### src/rtl/seg_decode38_if.sv
// rtl/seg_decode38_if.sv - segment-bus decoder interface: enable/pattern in, decode results out
interface seg_decode38_if;
  logic       i_en;
  logic [7:0] i_seg;
  logic [2:0] o_code;
  logic [7:0] o_onehot;
  logic       o_valid;
  logic       o_err;

  modport master (output i_en, i_seg, input o_code, o_onehot, o_valid, o_err);
  modport slave  (input i_en, i_seg, output o_code, o_onehot, o_valid, o_err);
endinterface

### src/rtl/seg_decode38.sv
// rtl/seg_decode38.sv - debounced 7-seg pattern to 3-bit code / one-hot decoder
module seg_decode38 #(
  parameter int STABLE_CYC = 4,
  parameter bit ACTIVE_LOW = 1'b1
) (
  input  logic             clk,
  input  logic             rst_n,
  seg_decode38_if.slave    bus
);

  localparam int CW = $clog2(STABLE_CYC + 1);
  localparam logic [CW-1:0] CNT_MAX = CW'(STABLE_CYC);
  localparam logic [CW-1:0] CNT_ONE = CW'(1);

  typedef enum logic [1:0] {IDLE, SETTLE, VALID, ERROR} state_t;

  state_t        r_state;
  logic [7:0]    r_s_seg;
  logic [CW-1:0] r_cnt;
  logic          r_chg;
  logic [2:0]    r_code;
  logic [7:0]    r_onehot;
  logic          r_valid;
  logic          r_err;

  logic [7:0]    w_n;
  logic          w_diff;
  logic          w_known;
  logic [2:0]    w_digit;

  assign w_n    = ACTIVE_LOW ? ~bus.i_seg : bus.i_seg;
  assign w_diff = (w_n != r_s_seg);

  always_comb begin
    w_known = 1'b1;
    w_digit = 3'd0;
    case (r_s_seg)
      8'b1111_1101: w_digit = 3'd0;
      8'b0110_0000: w_digit = 3'd1;
      8'b1101_1010: w_digit = 3'd2;
      8'b1111_0010: w_digit = 3'd3;
      8'b0110_0110: w_digit = 3'd4;
      8'b1011_0110: w_digit = 3'd5;
      8'b1011_1110: w_digit = 3'd6;
      8'b1110_0000: w_digit = 3'd7;
      default:      w_known = 1'b0;
    endcase
  end

  // r_chg remembers a change seen on the decision edge, so a decision made
  // just as the input moved is held for one cycle only.
  always_ff @(posedge clk or negedge rst_n) begin
    if (!rst_n) begin
      r_state  <= IDLE;
      r_s_seg  <= 8'h00;
      r_cnt    <= '0;
      r_chg    <= 1'b0;
      r_code   <= 3'd0;
      r_onehot <= 8'h00;
      r_valid  <= 1'b0;
      r_err    <= 1'b0;
    end else if (!bus.i_en) begin
      r_state  <= IDLE;
      r_cnt    <= '0;
      r_chg    <= 1'b0;
      r_code   <= 3'd0;
      r_onehot <= 8'h00;
      r_valid  <= 1'b0;
      r_err    <= 1'b0;
    end else begin
      r_s_seg <= w_n;
      r_chg   <= w_diff;
      if (r_state == IDLE || w_diff)
        r_cnt <= CNT_ONE;
      else if (r_cnt != CNT_MAX)
        r_cnt <= r_cnt + CNT_ONE;

      case (r_state)
        IDLE: r_state <= SETTLE;
        SETTLE: begin
          r_valid <= 1'b0;
          r_err   <= 1'b0;
          if (r_cnt == CNT_MAX) begin
            if (w_known) begin
              r_state  <= VALID;
              r_code   <= w_digit;
              r_onehot <= 8'd1 << w_digit;
              r_valid  <= 1'b1;
            end else begin
              r_state  <= ERROR;
              r_onehot <= 8'h00;
              r_err    <= 1'b1;
            end
          end
        end
        VALID, ERROR: begin
          if (w_diff || r_chg) begin
            r_state  <= SETTLE;
            r_valid  <= 1'b0;
            r_err    <= 1'b0;
            r_onehot <= 8'h00;
          end
        end
        default: r_state <= IDLE;
      endcase
    end
  end

  assign bus.o_code   = r_code;
  assign bus.o_onehot = r_onehot;
  assign bus.o_valid  = r_valid;
  assign bus.o_err    = r_err;

endmodule

### src/flat_wrapper.sv
// flat-port wrapper written by rule: the top's interface ports become plain ports
module seg_decode38_flat 
#(
  parameter int STABLE_CYC = 4,
  parameter bit ACTIVE_LOW = 1'b1
)
  (clk, rst_n, bus_i_en, bus_i_seg, bus_o_code, bus_o_onehot, bus_o_valid, bus_o_err);
  seg_decode38_if bus_i ();
  input  logic clk;
  input  logic rst_n;
  input wire logic [$bits(bus_i.i_en)-1:0] bus_i_en;
  input wire logic [$bits(bus_i.i_seg)-1:0] bus_i_seg;
  output wire logic [$bits(bus_i.o_code)-1:0] bus_o_code;
  output wire logic [$bits(bus_i.o_onehot)-1:0] bus_o_onehot;
  output wire logic [$bits(bus_i.o_valid)-1:0] bus_o_valid;
  output wire logic [$bits(bus_i.o_err)-1:0] bus_o_err;
  assign bus_i.i_en = bus_i_en;
  assign bus_i.i_seg = bus_i_seg;
  assign bus_o_code = bus_i.o_code;
  assign bus_o_onehot = bus_i.o_onehot;
  assign bus_o_valid = bus_i.o_valid;
  assign bus_o_err = bus_i.o_err;
  seg_decode38 #(.STABLE_CYC(STABLE_CYC), .ACTIVE_LOW(ACTIVE_LOW)) u_core (.clk(clk), .rst_n(rst_n), .bus(bus_i));
endmodule
### config.mk
export PLATFORM = sky130hd
export DESIGN_NAME = seg_decode38_flat
export DESIGN_NICKNAME = d
export VERILOG_FILES = /design/src/rtl/seg_decode38_if.sv /design/src/rtl/seg_decode38.sv /design/src/flat_wrapper.sv
export SDC_FILE = /design/constraint.sdc
export NUM_CORES = 1
export LEC_CHECK = 0
export CELL_PAD_IN_SITES_DETAIL_PLACEMENT = 0
export CELL_PAD_IN_SITES_GLOBAL_PLACEMENT = 1
export CORE_MARGIN = 3
export CORE_UTILIZATION = 40
export DETAILED_ROUTE_END_ITERATION = 6
export PLACE_DENSITY_LB_ADDON = 0.15
export SYNTH_ARGS = -nofsm -noshare
export SYNTH_HDL_FRONTEND = slang
export SYNTH_SLANG_ARGS = --single-unit
export TNS_END_PERCENT = 100
### constraint.sdc
create_clock -name clk -period 2.4 [get_ports clk]
set_input_delay 0.6 -clock clk [delete_from_list [all_inputs] [get_ports clk]]
set_output_delay 0.6 -clock clk [all_outputs]
set_load 0.005 [all_outputs]
==> metrics.cfg <==
[clocking]
clkSinkCount = 27
cts_tree = built
post_cts_resized = 0
clk_latency_ns = 0.27
cts_buffers = 3
cts_hold_buf = 0
clk_pin_slew_ns = 0.09
cts_root_buf = clkbuf_8
post_cts_buffers = 0
clockBufferDepth = 2
cts-htree-levels = 1

[setup_path]
reg2reg_depth = 5
r2r_slack_ns = 0.61
path_class = primary input to register
cp.required_ns = 2.61
end_kind = register
critPathMaxFanout = 8
startpoint_type = primary input
cp.arrival_ns = 2.23

[synth]
syn_nets = 160
synth.distinct_cells = 44
yosysTopAreaCell = dfrtp_1
ys_seq_area_share_pct = 44.7
synth.avg_cell_area_um2 = 10.3
synthFlopType = dfrtp_1
async_flop_share_pct = 100
synth_commonest_cells = dfrtp_1 (27), nor2_1 (12), a21oi_1 (11)
yosys_warnings = 0
synth_most_common_cell = dfrtp_1
netlist_area_um2 = 1510
synth_enable_flop_cells = 0
synth_cells = 147
ys_ff_latch = 27
synthTopCellsByArea = dfrtp_1 (45%), xor2_1 (5.2%), a22o_1 (4.6%), a21oi_1 (3.6%), buf_6 (3.0%)
yosysTopAreaCellShare_pct = 44.7

[floorplanning]
fp.dieArea_um2 = 4550
start_util_pct = 43.3
core_area_um2 = 3490
rows = 21
fp.dieH_um = 67.5
die_w_um = 67.5
ios = 24

[sta]
finalCritPeriodShare_pct = 84.1
rsz0062_at_grt = false
finalSetupViolCount = 0
whs_ns = 0.506
max-slew-margin-rel_pct = 65.3
slew_viol_final = 0
finalSetupTns_ns = 0
fin_skew_ns = 0.00558
tightestPinTransition_ns = 0.517
max_freq_mhz = 495
hold_viol = 0
fin_crit_ns = 2.02

[hold_path]
hp-class = register to register
min_path_cells = 1

[route]
avgViaCountPerCell = 5.25
vias = 1123
post_drt_wl_per_cell_um = 14.0
detail_route.first_pass.iterations = 4
route.detailed.drc = 0
drt_wl_total_um = 3000
drt_iter0_drc = 73
ant_nets = 0

[global_routing]
grt_max_degree = 28
met1_usage_pct = 20.2
busiest_layer = met2
antenna_found_initial = 0
grtUsageMet2_pct = 26.0
met3_usage_pct = 1.66
grt_pass1_wl_um = 5300
track_usage_pct = 15.1
grt_pass1_vias = 1118
gr-total-overflow = 0

[place]
dp.cells = 210
dp_hpwl_um = 2290
port_buffers = 23
place_congestion = 0.786

[power]
pwr_density_cell_nw_per_um2 = 490
ir_drop_v = 0.000233
leakagePower_nw = 0.719

[job]
drv_cap = 0

[final_layout]
diodes = 0
drive_gt1_share_pct = 11.9
syn_to_final_growth_pct = 17.8
nNetsFinal = 182
multi_input_area_um2 = 712
fin_cells = 214
fillers = 350
fin_util_pct = 50.9
seq_area_um2 = 676

[run_status]
outcome = finished clean

[sequential cells by signal (all words and copies together), names as in the netlist]
name,count
u_core.bus.o_onehot,8
u_core.r_chg,1
u_core.r_s_seg,8
u_core.r_cnt,3
u_core.bus.o_code,3
u_core.bus.o_valid,1
u_core.r_state,2
u_core.bus.o_err,1
[metal layers]
layer	vias up	part of all wire [%]
li1	567	-
met1	534	47
met2	20	48
met3	2	4.1
met4	0	0.37
met5	-	0
[worst paths after layout]
check,from,endpoint
worst max-delay path,bus_i_en,u_core.bus.o_onehot[4]
worst min-delay path,u_core.bus.o_onehot[1],u_core.bus.o_onehot[1]
worst max register to register,u_core.r_s_seg[0],u_core.bus.o_code[2]
worst min register to register,u_core.bus.o_onehot[1],u_core.bus.o_onehot[1]
max in group asynchronous,rst_n,u_core.r_cnt[0]
min in group asynchronous,rst_n,u_core.bus.o_onehot[5]
[worst max-delay path, stage by stage]
cell and delay, ns:
clkdlybuf4s50_1 0.47, inv_1 0.11, or3_1 0.40, nor4_2 0.22
a31o_2 0.27, a22o_1 0.17
[where the power goes]
| group | total [mW] | internal (mW) | switching [mW] | leakage [nW] |
|---|---|---|---|---|
| Combinational | 0.111 | 0.0541 | 0.0564 | 0.349 |
| Sequential | 0.509 | 0.471 | 0.0381 | 0.347 |
| Clock | 0.253 | 0.119 | 0.134 | 0.0228 |
| Total | 0.872 | 0.643 | 0.229 | 0.719 |
[cell usage in the layout (no fill, tap or decap), drive strengths merged]
cell type      instances
nor3b                  1
a211oi                 2
or3                    3
nor4                   5
nor2                  14
nand2                 10
nand3                  2
o22ai                  2
a21oi                 13
a21o                   1
a22o                   8
a31o                   1
or3b                   1
nor4bb                 1
nand4b                 3
mux2i                  1
or4b                   2
buf                    4
nor2b                  1
xnor2                  1
inv                    8
xor2                   9
nand4                  2
ha                     2
a31oi                  1
clkbuf                 4
o41ai                  1
o21a                   2
nand3b                 2
dfrtp                 27
nor3                   4
and2                   2
o21ai                  5
clkdlybuf4s50         23
[logic make-up (layout without fill, tap and decap cells)]
group / count (synthesis) / in the layout / share of synthesized area, %
AND/OR/NAND/NOR: 53 / 53 / 22.6
XOR/XNOR: 10 / 10 / 5.80
adder cells (fa/ha/maj): 2 / 2 / 1.66
multiplexers: 1 / 1 / 0.662
AO/OA/AOI/OAI: 36 / 36 / 16.4
buffers and inverters: 18 / 39 / 8.19
flip-flops: 27 / 27 / 44.7
[through the flow]
step | setup WS (ns) | area [um^2] | total power, mW
2_1_floorplan | 0.718 | 1510 | 0.599
3_3_place_gp | 0.109 | 1740 | 0.626
3_5_place_dp | 0.0789 | 1740 | 0.629
4_1_cts | 0.356 | 1780 | 0.881
5_1_grt | 0.274 | 1780 | 0.924
6_report | 0.381 | 1780 | 0.872
[layout make-up]
cell class,count,area share (%)
clock buffers,4,2.53
inverters,8,1.69
multi-input cells,102,40.0
flip-flops and latches,27,37.9
well taps,46,3.23
repair buffers,27,14.6
Note: power is estimated with default switching activity, not from simulation.
